$ cat config.mk
export PLATFORM = sky130hd
export DESIGN_NAME = crc_tx_scheduler
export DESIGN_NICKNAME = d
export VERILOG_FILES = /design/src/rtl/crc_tx_scheduler.sv
export SDC_FILE = /design/constraint.sdc
export NUM_CORES = 1
export LEC_CHECK = 0
export ABC_AREA = 1
export ABC_CLOCK_PERIOD_IN_PS = 1400
export BUFFER_PORTS_ARGS = -buffer_cell sky130_fd_sc_hd__buf_2
export CORE_UTILIZATION = 49
export DETAILED_ROUTE_END_ITERATION = 6
export HOLD_SLACK_MARGIN = 0.12
export PLACE_DENSITY_LB_ADDON = 0.08
export SETUP_SLACK_MARGIN = 0.1
export SYNTH_ARGS = -nofsm -noshare
export SYNTH_HDL_FRONTEND = slang
export SYNTH_SLANG_ARGS = --single-unit
$ cat constraint.sdc
create_clock -name clk -period 1.4 [get_ports clk]
set_clock_uncertainty 0.15 [all_clocks]
set_input_delay 0.21 -clock clk [delete_from_list [all_inputs] [get_ports clk]]
set_output_delay 0.21 -clock clk [all_outputs]
set_load 0.05 [all_outputs]
$ cat src/rtl/crc_tx_scheduler.sv
// Packet scheduler feeding the crc block: arbitrates hs/tok/dat requests, then
// serializes the granted sync+PID[+fields] bits LSB-first as pkt_in/s_in/endr.
module crc_tx_scheduler #(
    parameter logic [9:0] TIMEOUT = 10'd511
) (
    input  logic        clk,
    input  logic        rst,
    input  logic        hs_req,
    input  logic [15:0] hs_bits,
    input  logic        tok_req,
    input  logic [26:0] tok_bits,
    input  logic        dat_req,
    input  logic [79:0] dat_bits,
    input  logic        endb,
    output logic        gnt_hs,
    output logic        gnt_tok,
    output logic        gnt_dat,
    output logic        done,
    output logic        err,
    output logic        busy,
    output logic [1:0]  pkt_in,
    output logic        s_in,
    output logic        endr
);

    typedef enum logic [2:0] {
        ST_IDLE  = 3'd0,
        ST_START = 3'd1,
        ST_SHIFT = 3'd2,
        ST_END   = 3'd3,
        ST_DRAIN = 3'd4
    } state_t;

    localparam logic [1:0] CODE_TOK = 2'b01;
    localparam logic [1:0] CODE_DAT = 2'b11;
    localparam logic [1:0] CODE_HS  = 2'b10;

    state_t      state_r;
    state_t      state_s;
    logic [79:0] shreg_r;
    logic [6:0]  len_r;
    logic [6:0]  bitcnt_r;
    logic [9:0]  to_cnt_r;
    logic [1:0]  code_r;
    logic        gnt_hs_r;
    logic        gnt_tok_r;
    logic        gnt_dat_r;
    logic        err_r;
    logic        busy_r;
    logic [1:0]  pkt_in_r;
    logic        s_in_r;
    logic        endr_r;
    logic        any_req_s;
    logic        last_bit_s;
    logic        expire_s;

    assign any_req_s  = hs_req | tok_req | dat_req;
    assign last_bit_s = (bitcnt_r == (len_r - 7'd1));
    assign expire_s   = (to_cnt_r == (TIMEOUT - 10'd1));

    // State register
    always_ff @(posedge clk) begin
        if (rst) begin
            state_r <= ST_IDLE;
        end else begin
            state_r <= state_s;
        end
    end

    // Next-state logic; endb in DRAIN takes precedence over the timeout
    always_comb begin
        state_s = state_r;
        case (state_r)
            ST_IDLE: begin
                if (any_req_s) state_s = ST_START;
                else           state_s = ST_IDLE;
            end
            ST_START: state_s = ST_SHIFT;
            ST_SHIFT: begin
                if (last_bit_s) state_s = ST_END;
                else            state_s = ST_SHIFT;
            end
            ST_END: state_s = ST_DRAIN;
            ST_DRAIN: begin
                if (endb || expire_s) state_s = ST_IDLE;
                else                  state_s = ST_DRAIN;
            end
            default: state_s = ST_IDLE;
        endcase
    end

    // Datapath and registered outputs; each output shows the action of the previous state
    always_ff @(posedge clk) begin
        if (rst) begin
            shreg_r   <= 80'd0;
            len_r     <= 7'd0;
            bitcnt_r  <= 7'd0;
            to_cnt_r  <= 10'd0;
            code_r    <= 2'b00;
            gnt_hs_r  <= 1'b0;
            gnt_tok_r <= 1'b0;
            gnt_dat_r <= 1'b0;
            err_r     <= 1'b0;
            busy_r    <= 1'b0;
            pkt_in_r  <= 2'b00;
            s_in_r    <= 1'b0;
            endr_r    <= 1'b0;
        end else begin
            gnt_hs_r  <= 1'b0;
            gnt_tok_r <= 1'b0;
            gnt_dat_r <= 1'b0;
            err_r     <= 1'b0;
            pkt_in_r  <= 2'b00;
            s_in_r    <= 1'b0;
            endr_r    <= 1'b0;
            busy_r    <= (state_s != ST_IDLE);
            case (state_r)
                ST_IDLE: begin
                    if (hs_req) begin
                        gnt_hs_r <= 1'b1;
                        shreg_r  <= {64'd0, hs_bits};
                        len_r    <= 7'd16;
                        code_r   <= CODE_HS;
                    end else if (tok_req) begin
                        gnt_tok_r <= 1'b1;
                        shreg_r   <= {53'd0, tok_bits};
                        len_r     <= 7'd27;
                        code_r    <= CODE_TOK;
                    end else if (dat_req) begin
                        gnt_dat_r <= 1'b1;
                        shreg_r   <= dat_bits;
                        len_r     <= 7'd80;
                        code_r    <= CODE_DAT;
                    end
                end
                ST_START: begin
                    pkt_in_r <= code_r;
                    bitcnt_r <= 7'd0;
                end
                ST_SHIFT: begin
                    s_in_r   <= shreg_r[0];
                    shreg_r  <= {1'b0, shreg_r[79:1]};
                    bitcnt_r <= bitcnt_r + 7'd1;
                end
                ST_END: begin
                    endr_r   <= 1'b1;
                    to_cnt_r <= 10'd0;
                end
                ST_DRAIN: begin
                    to_cnt_r <= to_cnt_r + 10'd1;
                    if (!endb && expire_s) err_r <= 1'b1;
                end
                default: begin
                    bitcnt_r <= 7'd0;
                end
            endcase
        end
    end

    // done must coincide with the endb pulse itself, so it is decoded from the live state
    assign done    = (state_r == ST_DRAIN) && endb;
    assign gnt_hs  = gnt_hs_r;
    assign gnt_tok = gnt_tok_r;
    assign gnt_dat = gnt_dat_r;
    assign err     = err_r;
    assign busy    = busy_r;
    assign pkt_in  = pkt_in_r;
    assign s_in    = s_in_r;
    assign endr    = endr_r;

endmodule

**Word level (Yosys, flattened, before mapping)**

Cells that the tools add are included.
W data, S select, Z words.

- Register bits: 118
- Input bits: 129
- Logic and storage cells: 69

- Add/subtract/negate cells: 3
- Equality and inequality tests: 7
- Muxes and demuxes: 21
- Bitwise gates (word level): 6
- Reduce and logical (&&, ||, !) cells: 18

Operators by type and width:

| operator | count |
|---|---|
| $mux W80 | 3 |
| $pmux W80 S2 | 1 |
| $mux W7 | 3 |
| $pmux W10 S2 | 1 |
| $pmux W3 S5 | 1 |
| $pmux W7 S2 | 1 |
| $add A10 B1 Y10 const B | 1 |
| $eq A10 B9 Y1 const B | 1 |
| $reduce_or A2 Y1 | 4 |
| $add A7 B1 Y7 const B | 1 |
| $eq A7 B7 Y1 | 1 |
| $mux W1 | 7 |
| $sub A7 B1 Y7 const B | 1 |
| $eq A3 B2 Y1 const B | 2 |
| $mux W2 | 3 |
| $reduce_bool A3 Y1 | 2 |
| $reduce_or A3 Y1 | 2 |
| $ne A4 B4 Y1 const B | 1 |
| $not A1 Y1 | 4 |
| $reduce_and A2 Y1 | 2 |
| $reduce_bool A2 Y1 | 2 |
| $reduce_or A4 Y1 | 1 |
| $eq A3 B1 Y1 const B | 1 |
| $eq A3 B3 Y1 const B | 1 |
| other kinds (6) | 8 |

**Longest topological paths before layout**

Gate-level depths: netlist (run 1).

- Depth after elaboration: 5
- Gate-level depth with buffers: 10
- Gate-level depth less buffers: 9

**Least setup slack after synthesis (run 1)**

No wires, ideal clock.

- Path kind: register to output
- From: register state_r[0]
- To: output done
- Arrival: 1353 ps
- Setup slack: -313 ps
- Cell stages (with the launch flop): 5
- Path buffers: 1
- Cell sequence: dfxtp_1 -> buf_2 -> inv_1 -> nand3_1 -> nor2_1

- Cells in the longest elaborated chain, start to end: 2

RTL lines:

| item | line | source |
|---|---|---|
| start, declared | 38 | `state_t state_r;` |
| start signal, assigned | 66 | `state_r <= state_s;` |
| $eq A3 B3 Y1 | 161 | `assign done = (state_r == ST_DRAIN) && endb;` |
| $logic_and A1 B1 Y1 | 161 |  |
| end, declared | 18 | `output logic done,` |

No other way between the ends.

**Worst setup path after layout (run 1)**

- From: register state_r[2]
- To: register shreg_r[4]

- Cells in the longest elaborated chain, start to end: 3

RTL lines:

| item | line | source |
|---|---|---|
| $logic_not A3 Y1 or $eq A3 B2 Y1 (tied branches) | 117 | `case (state_r)` |
| $ne A4 B4 Y1 (no source line) or $reduce_bool A2 Y1 (tied branches) | -- |  |
| $reduce_and A2 Y1 (no source line) | -- |  |
| end signal, assigned | 121 | `shreg_r <= {64'd0, hs_bits};` |
| end signal, assigned | 126 | `shreg_r <= {53'd0, tok_bits};` |
| end signal, assigned | 131 | `shreg_r <= dat_bits;` |
| end, declared | 40 | `logic [79:0] shreg_r;` |

Several ways; a longest one is shown, not always the timed one.
A chain may end at the register's enable or synchronous reset.

==> flow_metrics.env, run 1 <==
export IMPL_status="complete, but fails checks"
export IMPL_violations="DRC, setup timing"
export IMPL_pwr_share_clk_pct=35.1
export IMPL_r2r_slack_ns=-0.45
export IMPL_synthesis_nets=1042
export IMPL_grt_pass1_vias=7742
export IMPL_area_growth_synth_to_final_pct=78.3
export IMPL_grt_pass1_wl_microns=36200
export IMPL_p_comb_share_pct=34.0
export IMPL_gp_congestion=0.835
export IMPL_numCtsBuffers=17
export IMPL_synthFlopType="dfxtp_1"
export IMPL_hpwl_microns=10300
export IMPL_swShare_pct=34.0
export IMPL_setup_viol=108
export IMPL_clk_path_buf_depth=2
export IMPL_vias=8599
export IMPL_routed_wl_microns=30900
export IMPL_slew_violations=0
export IMPL_worstPathArrival_ns=2.02
export IMPL_critPathCaptureType="flip-flop"
export IMPL_ant_nets=0
export IMPL_internal_power_mw=8.34
export IMPL_tritoncts="done"
export IMPL_path_max_fanout=17
export IMPL_antenna_found_initial=1
export IMPL_die_y_microns=111
export IMPL_overflow=0
export IMPL_dr_first_iter_drc_count=1251
export IMPL_ys_ff_latch=114
export IMPL_start_util_pct=50.5
export IMPL_ys_types=29
export IMPL_grt_setup_unrepaired="yes"
export IMPL_drc=41
export IMPL_yosysSeqAreaShare_pct=39.4
export IMPL_insertion_delay_ns=0.43
export IMPL_maxSlewHeadroom_pct=72.0
export IMPL_hold_viol=0
export IMPL_synthTopCellsByArea="dfxtp_1, nand2_1, nor2_1"
export IMPL_hold_depth=7
export IMPL_io_pins=139
export IMPL_fin_crit_sh_pct=132
export IMPL_vias_per_cell=6.22
export IMPL_synth_cells=908
export IMPL_power_density_nw_per_um2=1220
export IMPL_maxCapViolations=0
export IMPL_core_sq_um=11500
export IMPL_grt_usage_pct=36.5
export IMPL_hold_end="shreg_r[13]$_SDFFE_PP0P_"
export IMPL_syn_area_sq_um=5790
export IMPL_cts_root_buf="clkbuf_16"
export IMPL_yosys_area_top_type="dfxtp_1"
export IMPL_worst_slack_ns=-0.447
export IMPL_rr_worst_depth=8
export IMPL_p_leak_nw=4.64
export IMPL_tightest_slew_ns=0.419
export IMPL_required_ns=1.58
export IMPL_max_freq_mhz=541
export IMPL_cts_htree_levels=4
export IMPL_die_area_sq_um=12300
export IMPL_hold_class="in -> reg"
export IMPL_async_flop_share_pct=0
export IMPL_avgSynthCellArea_sq_um=6.37
export IMPL_r2r_end="shreg_r[4]$_SDFFE_PP0P_"
export IMPL_ir_drop_mv=1.56
export IMPL_dr_pass1_iters=7
export IMPL_io_buffers=138
export IMPL_synth_edff_count=0
export IMPL_clkTransAtPathRegs_ns=0.06
export IMPL_startpoint_type="flip-flop"
export IMPL_holdCritStartpoint="dat_bits[13]"
export IMPL_synth_top_area_share_pct=39.4
export IMPL_stdcell_area_sq_um=10300
export IMPL_die_w_microns=111
export IMPL_yosys_warnings=0
export IMPL_fin_nets=1359
export IMPL_switchingPower_mw=4.30
export IMPL_clkSinkCount=114
export IMPL_critPathKind="reg -> reg"
export IMPL_grt_max_degree=51
export IMPL_fillers=437
export IMPL_place_area_sq_um=6990
export IMPL_layout_min_cycle_time_ns=1.85
export IMPL_power_mw=12.6
export IMPL_reg2reg_from="state_r[2]$_SDFF_PP0_"
export IMPL_num_rows=39
export IMPL_wl_per_cell_microns=22.3
export IMPL_drive_gt1_share_pct=35.4
export IMPL_power_frac_seq_pct=30.9
-- power groups by stage --
stage	clock network, mW	registers (mW)	logic, mW
6_report	4.43	3.90	4.30
5_1_grt	4.55	3.91	4.46
4_1_cts	4.31	3.81	3.36
3_5_place_dp	0	3.86	2.29
3_3_place_gp	0	3.86	2.27
2_1_floorplan	0	3.87	1.57
-- through the flow --
stage | setup TNS, ns | cells | util (%) | hold WS, ns | setup WS [ns]
6_report | -22.36 | 1382 | 90.0 | 0.117 | -0.447
5_1_grt | -26.18 | 1382 | 90.0 | 0.178 | -0.691
3_3_place_gp | -2.31 | 1179 | 60.9 | 0.259 | -0.150
4_1_cts | -10.41 | 1361 | 83.9 | 0.124 | -0.176
2_1_floorplan | 0 | 908 | - | 0.137 | 0.0310
3_5_place_dp | -3.82 | 1179 | 60.9 | 0.260 | -0.145
-- final cells by class --
class                      instances  area (sq um)  area share, %
tap                              143           179           1.73
antenna                            1          2.50         0.0242
clock inverter                    11           138           1.33
inverter                          51           233           2.25
multi-input combinational        683          3720           36.0
sequential                       114          2300           22.3
clock buffer                      21           440           4.27
timing repair buffer             358          3310           32.1
-- worst max-delay path, cell delays in order (launching register included) --
cell and delay [ns]:
dfxtp_4 0.35, buf_6 0.12, nor2_4 0.21, nand2_8 0.15
buf_6 0.20, nand2_1 0.25, nand3_2 0.16, nand2_1 0.11
inv_1 0.04
-- routing by layer --
metal | up-vias | global-route usage [%] | wire length, microns
li1 | 3581 | - | -
met1 | 3838 | 41.1 | 10300
met2 | 845 | 63.7 | 13900
met3 | 335 | 7.93 | 3730
met4 | 0 | 20.7 | 2950
met5 | - | 0 | 0
-- placed cells by master (no fill, tap or decap), types with 4 or more instances in the layout --
cell type / netlist / routed
o21ai_2: 0 / 15
nor2_4: 0 / 20
or2_2: 13 / 13
nand2_4: 0 / 7
nand2_2: 1 / 21
dfxtp_2: 0 / 5
a21oi_1: 85 / 49
inv_4: 0 / 4
clkinv_2: 0 / 5
inv_1: 48 / 39
nand3_4: 0 / 5
dlygate4sd3_1: 0 / 122
nand2_1: 235 / 207
dfxtp_1: 114 / 106
o21ai_1: 15 / 45
nand3_1: 103 / 79
clkbuf_1: 23 / 4
buf_16: 0 / 9
inv_2: 3 / 4
nor2_1: 147 / 121
buf_2: 30 / 128
buf_4: 2 / 51
nor2_2: 5 / 11
o21ai_0: 60 / 15
nand3_2: 1 / 20
buf_12: 0 / 20
clkbuf_16: 0 / 22
a21oi_2: 0 / 34
buf_6: 1 / 19
-- worst max path at each step --
stage                               start                        to  cells past startpoint
finish              state_r[2]$_SDFF_PP0_   shreg_r[4]$_SDFFE_PP0P_                      8
global placement    state_r[0]$_SDFF_PP0_  shreg_r[18]$_SDFFE_PP0P_                      6
CTS                 state_r[2]$_SDFF_PP0_                      done                      4
floorplan           state_r[0]$_SDFF_PP0_  shreg_r[11]$_SDFFE_PP0P_                      9
global route        state_r[2]$_SDFF_PP0_   shreg_r[4]$_SDFFE_PP0P_                      8
detailed placement  state_r[0]$_SDFF_PP0_  shreg_r[18]$_SDFFE_PP0P_                      6
-- state kept, by name, indices dropped and copies added (netlist names) --
name and flops:
s_in 1, len_r 3, endr 1, shreg_r 80, gnt_tok 1, err 1, code_r 2, bitcnt_r 7
busy 1, state_r 3, gnt_dat 1, to_cnt_r 10, gnt_hs 1, pkt_in 2
-- Yosys cell counts (2+ instances only) --
master      n
a21oi_1    85
buf_1       4
buf_2      30
buf_4       2
clkbuf_1   23
dfxtp_1   114
ha_1        5
inv_1      48
inv_2       3
nand2_1   235
nand3_1   103
nand4_1     3
nor2_1    147
nor2_2      5
o21ai_0    60
o21ai_1    15
o22ai_1     2
or2_2      13
-- cell families (layout without fill, tap and decap cells) --
| group | after synthesis | after routing | share of synthesized area, % |
|---|---|---|---|
| buffers and inverters | 111 | 441 | 8.11 |
| DFF | 114 | 114 | 39.4 |
| and+or+nand+nor | 512 | 512 | 36.7 |
| adders and majority gates | 5 | 5 | 1.08 |
| AOI/OAI and AO/OA | 166 | 166 | 14.7 |
| other | 0 | 1 | 0 |
-- timing repair --
action / 4_1_cts / 5_1_grt
pin swaps: 13 / 63
gates resized for setup: 116 / 128
endpoints found under the setup margin: 113 / 115
setup buffers: 17 / 14
hold endpoints to repair: 92 / 0
hold buffers: 122 / 0
gates cloned: 11 / 8
Power figures use the tool's default switching activity.
==> run 2: changes to the inputs <==
- CORE_UTILIZATION: 49 -> 40
- GPL_ROUTABILITY_DRIVEN: unset -> 0
==> run 2 against run 1 <==
Compared with the run above: the run ends with setup timing left; sequential share of layout area is 2.1 points lower; design area is 11% higher; hold slack improved by 0.031 ns; global-route usage shrank 6.9 points; routed wire length is 14% lower; non-clock buffer count grew 21.
==> flow_metrics.env, run 2 (synthesized netlist as in run 1, its figures left out) <==
export IMPL_place_area_sq_um=7230
export IMPL_startpoint_type="flip-flop"
export IMPL_hpwl_microns=11300
export IMPL_critPathBufInv=5
export IMPL_grt_pass1_vias=7262
export IMPL_routed_wl_microns=26500
export IMPL_grt_setup_unrepaired="yes"
export IMPL_insertion_delay_ns=0.43
export IMPL_vias=7978
export IMPL_max_freq_mhz=582
export IMPL_hold_class="in -> reg"
export IMPL_overflow=0
export IMPL_die_w_microns=122
export IMPL_slew_violations=0
export IMPL_hold_viol=0
export IMPL_dr_pass1_iters=6
export IMPL_tritoncts="done"
export IMPL_hold_depth=5
export IMPL_drive_gt1_share_pct=41.0
export IMPL_tightest_slew_ns=0.403
export IMPL_io_buffers=138
export IMPL_die_y_microns=122
export IMPL_fin_crit_sh_pct=123
export IMPL_layout_commonest_cell="nand2_1"
export IMPL_worstPathCellList="inv_4 > buf_6 > nand3_4 > buf_12 > buf_8 > buf_16 > nand3_1 > a21oi_2"
export IMPL_path_max_fanout=7
export IMPL_core_sq_um=14000
export IMPL_antenna_found_initial=1
export IMPL_ant_nets=0
export IMPL_grt_usage_pct=29.6
export IMPL_cts_root_buf="clkbuf_16"
export IMPL_fin_setup_tns_ns=-17.04
export IMPL_wl_per_cell_microns=18.4
export IMPL_r2r_slack_ns=-0.32
export IMPL_cts_htree_levels=4
export IMPL_power_mw=13.9
export IMPL_dpl_worst_slack_ns=-0.115
export IMPL_area_growth_synth_to_final_pct=97.4
export IMPL_required_ns=1.60
export IMPL_maxSlewHeadroom_pct=73.1
export IMPL_maxCapViolations=0
export IMPL_largest_reg_flops=80
export IMPL_fin_nets=1381
export IMPL_io_pins=139
export IMPL_layout_min_cycle_time_ns=1.72
export IMPL_reg2reg_from="state_r[0]$_SDFF_PP0_"
export IMPL_drc=0
export IMPL_worstPathArrival_ns=1.92
export IMPL_grt_pass1_wl_microns=34400
export IMPL_power_density_nw_per_um2=1220
export IMPL_p_leak_nw=5.10
export IMPL_hold_end="shreg_r[78]$_SDFFE_PP0P_"
export IMPL_stdcell_area_sq_um=11400
export IMPL_rr_worst_depth=8
export IMPL_fillers=804
export IMPL_violations="setup timing"
export IMPL_reg_largest_list="shreg_r (80), to_cnt_r (10), bitcnt_r (7)"
export IMPL_critPathCaptureType="flip-flop"
export IMPL_start_util_pct=41.4
export IMPL_critPathKind="reg -> reg"
export IMPL_cpPeakStageDelay_ns=0.36
export IMPL_clkTransAtPathRegs_ns=0.06
export IMPL_dr_first_iter_drc_count=535
export IMPL_r2r_end="shreg_r[43]$_SDFFE_PP0P_"
export IMPL_holdCritStartpoint="rst"
export IMPL_clk_path_buf_depth=2
export IMPL_ir_drop_mv=1.09
export IMPL_status="complete, but fails checks"
export IMPL_die_area_sq_um=15000
export IMPL_numCtsBuffers=17
export IMPL_clkSinkCount=114
export IMPL_num_rows=43
export IMPL_final_cell_mix="nand2_1, buf_2, dlygate4sd3_1"
export IMPL_regMostFlops="shreg_r"
export IMPL_grt_max_degree=37
export IMPL_setup_viol=97
export IMPL_critical_path_slowest_cell="dfxtp_4"
export IMPL_critPathTopFamily="buffers and inverters"
export IMPL_worst_slack_ns=-0.318
export IMPL_whs_ns=0.148
export IMPL_vias_per_cell=5.54
-- run 2: cell types whose count changed in the layout (fill, tap and decap cells not counted), sizes merged --
cell         previous run  this run
buf                   230       243
clkbuf                 26        33
bufinv                  3         7
dlygate4sd3           122       126
clkinv                  6         3
clkinvlp                3         1
bufbuf                  1         0
-- run 2: area by class of cell --
cell class,count,area (sq um),share of cell area [%]
inverters,51,233,2.04
well taps,180,225,1.97
diodes,1,2.50,0.0219
clock buffers,23,488,4.27
repair inverters,1,16.3,0.142
multi-input cells,683,4110,36.0
flip-flops and latches,114,2300,20.1
clock inverters,9,223,1.95
repair buffers,379,3830,33.5
-- run 2: metal layers --
| metal | part of all wire, % | track usage (%) |
|---|---|---|
| met1 | 37 | 34.6 |
| met2 | 50 | 51.7 |
| met3 | 6.6 | 6.74 |
| met4 | 5.9 | 12.7 |
| met5 | 0 | 0 |
-- run 2: through the flow --
step	utilization [%]	instances
global route	81.7	1441
CTS	73.2	1420
detailed placement	51.7	1224
finish	81.7	1441
floorplan	-	908
global placement	51.7	1224
-- run 2: how the worst max path moves through the flow --
| stage | cells past startpoint | startpoint | endpoint | slack (ns) |
|---|---|---|---|---|
| after floorplan | 9 | state_r[0]$_SDFF_PP0_ | shreg_r[11]$_SDFFE_PP0P_ | 0.03 |
| after global placement | 8 | state_r[0]$_SDFF_PP0_ | shreg_r[14]$_SDFFE_PP0P_ | -0.09 |
| after detailed placement | 8 | state_r[0]$_SDFF_PP0_ | shreg_r[14]$_SDFFE_PP0P_ | -0.12 |
| after CTS | 5 | state_r[0]$_SDFF_PP0_ | done | -0.24 |
| after global routing | 8 | state_r[0]$_SDFF_PP0_ | shreg_r[43]$_SDFFE_PP0P_ | -0.37 |
| final | 8 | state_r[0]$_SDFF_PP0_ | shreg_r[43]$_SDFFE_PP0P_ | -0.32 |
-- run 2: power breakdown --
part / total (mW) / internal [mW] / switching [mW]
clock network: 5.29 / 3.70 / 1.59
registers: 3.89 / 3.62 / 0.270
logic: 4.76 / 2.39 / 2.37
-- run 2: repair_timing --
item	in CTS	in global routing
hold buffers	126	0
buffers inserted	22	16
hold endpoints to repair	90	0
gates resized for setup	129	242
pin swaps	35	118
endpoints found under the setup margin	113	120
cloned	16	13
-- run 2: worst min-delay path, stage by stage --
cell and delay [ns]:
buf_2 0.10, inv_2 0.08, buf_12 0.18, o21ai_2 0.07
nor2_1 0.03
==> run 3: changes to the inputs <==
- CORE_ASPECT_RATIO: unset -> 1.2
==> run 3 against run 2 <==
Compared with the run above: the flow finishes with violations (DRC, setup timing); largest power group is now combinational cells; via count grew 5.5%; sequential share of layout area shrank 0.87 points; critical endpoint is now shreg_r[21]$_SDFFE_PP0P_; non-clock buffer count grew 21; sequential power grew 2%; first-iteration DRC count grew 25%; register-to-register slack lost 0.22 ns; die area is essentially flat; power grew 1.6%; utilization grew 3.9 points; maximum frequency shrank 11%.
==> flow_metrics.env, run 3 (synthesized netlist as in run 1, its figures left out) <==
export IMPL_grt_setup_unrepaired="yes"
export IMPL_fin_crit_sh_pct=138
export IMPL_critPathCaptureType="flip-flop"
export IMPL_die_y_microns=134
export IMPL_routed_wl_microns=30400
export IMPL_power_density_nw_per_um2=1190
export IMPL_area_growth_synth_to_final_pct=106
export IMPL_insertion_delay_ns=0.44
export IMPL_whs_ns=0.191
export IMPL_reg_largest_list="shreg_r (80), to_cnt_r (10), bitcnt_r (7)"
export IMPL_regMostFlops="shreg_r"
export IMPL_regArea_sq_um=2300
export IMPL_required_ns=1.54
export IMPL_antenna_found_initial=0
export IMPL_cts_htree_levels=4
export IMPL_clkTransAtPathRegs_ns=0.06
export IMPL_cts_root_buf="clkbuf_16"
export IMPL_fin_cells=1451
export IMPL_fillers=634
export IMPL_core_sq_um=13900
export IMPL_io_buffers=138
export IMPL_drive_gt1_share_pct=47.3
export IMPL_maxCapViolations=0
export IMPL_start_util_pct=41.5
export IMPL_hold_viol=0
export IMPL_status="complete, but fails checks"
export IMPL_startpoint_type="flip-flop"
export IMPL_fin_setup_tns_ns=-25.31
export IMPL_path_max_fanout=12
export IMPL_max_freq_mhz=516
export IMPL_vias=8413
export IMPL_setup_viol=110
export IMPL_maxSlewHeadroom_pct=70.3
export IMPL_place_inst=1218
export IMPL_critPathKind="reg -> reg"
export IMPL_multi_input_area_sq_um=4450
export IMPL_worst_slack_ns=-0.538
export IMPL_grt_pass1_vias=7762
export IMPL_overflow=0
export IMPL_finish_utilization_pct=85.6
export IMPL_violations="DRC, setup timing"
export IMPL_io_pins=139
export IMPL_antennaDiodeCount=0
export IMPL_dr_pass1_iters=7
export IMPL_vias_per_cell=5.80
export IMPL_tightest_slew_ns=0.445
export IMPL_ir_drop_mv=1.36
export IMPL_grt_usage_pct=32.7
export IMPL_dr_first_iter_drc_count=671
export IMPL_tritoncts="done"
export IMPL_layout_commonest_cell="nand2_1"
export IMPL_largest_reg_flops=80
export IMPL_final_cell_mix="nand2_1, buf_2, dlygate4sd3_1"
export IMPL_grt_pass1_wl_microns=38400
export IMPL_wl_per_cell_microns=21.0
export IMPL_layout_min_cycle_time_ns=1.94
export IMPL_dpl_worst_slack_ns=-0.0955
export IMPL_hold_class="in -> reg"
export IMPL_worstPathArrival_ns=2.08
export IMPL_fin_nets=1401
export IMPL_slew_violations=0
export IMPL_clk_path_buf_depth=2
export IMPL_p_leak_nw=5.31
export IMPL_die_area_sq_um=15000
export IMPL_clkSinkCount=114
export IMPL_drc=4
export IMPL_numCtsBuffers=17
export IMPL_num_rows=47
export IMPL_ant_nets=0
export IMPL_grt_max_degree=44
export IMPL_die_w_microns=112
export IMPL_hpwl_microns=11200
[run 3: cell count changes in the layout (fill, tap and decap cells not counted), moves of 5 or more]
| cell | change |
|---|---|
| nor2_2 | +8 |
| clkinvlp_4 | +5 |
| a21oi_2 | +9 |
| nand3_2 | +5 |
| o21ai_1 | -26 |
| buf_16 | +5 |
| a21oi_1 | -13 |
| or2_2 | -13 |
| o21ai_2 | +27 |
| buf_6 | +16 |
| nand2_1 | -15 |
| nand2_4 | +11 |
| or2_4 | +13 |
[run 3: final timing paths]
path                               start                        to  slack (ns)  cells after the start
setup reg to reg   state_r[1]$_SDFF_PP0_  shreg_r[21]$_SDFFE_PP0P_       -0.54                      8
hold / removal                       rst  to_cnt_r[5]$_SDFFE_PP0P_        0.19                      5
hold reg to reg   code_r[1]$_SDFFE_PP0N_      pkt_in[1]$_SDFF_PP0_        0.32                      2
setup / recovery   state_r[1]$_SDFF_PP0_  shreg_r[21]$_SDFFE_PP0P_       -0.54                      8
[run 3: final cells by class]
type	count	area share [%]
clock buffers	19	3.80
clock inverters	13	1.54
inverters	51	1.88
multi-input cells	683	37.3
flip-flops and latches	114	19.3
well taps	171	1.79
repair buffers	400	34.4
[run 3: timing repair]
item | CTS | global route
gates resized for setup | 172 | 313
cloned | 22 | 8
hold endpoints to repair | 95 | 0
endpoints found under the setup margin | 114 | 119
pin swaps | 55 | 143
hold buffers | 126 | 0
setup buffers | 37 | 18
[run 3: metal layers]
metal / track usage [%] / part of all wire [%]
met3: 6.33 / 7.1
met1: 36.3 / 35
met4: 20.6 / 7.9
met5: 0 / 0
met2: 57.4 / 50
[run 3: stage by stage]
step	power, mW	cell area [sq um]
floorplan	5.44	5970
global placement	6.28	7180
detailed placement	6.29	7180
CTS	12.7	10600
global route	14.6	11900
finish	14.2	11900
[run 3: worst max-delay path, cell delays in order (launching register included)]
cell and delay [ns]:
dfxtp_4 0.37, buf_6 0.12, buf_12 0.11, nand3_4 0.15, buf_6 0.17, buf_16 0.15
nand3_1 0.12, a21oi_2 0.08, nor2_1 0.37
[run 3: power by group]
part,internal [mW],switching (mW),leakage [nW]
registers,3.62,0.340,0.941
logic,2.69,2.70,4.07
clock network,3.06,1.76,0.293
total,9.37,4.79,5.31
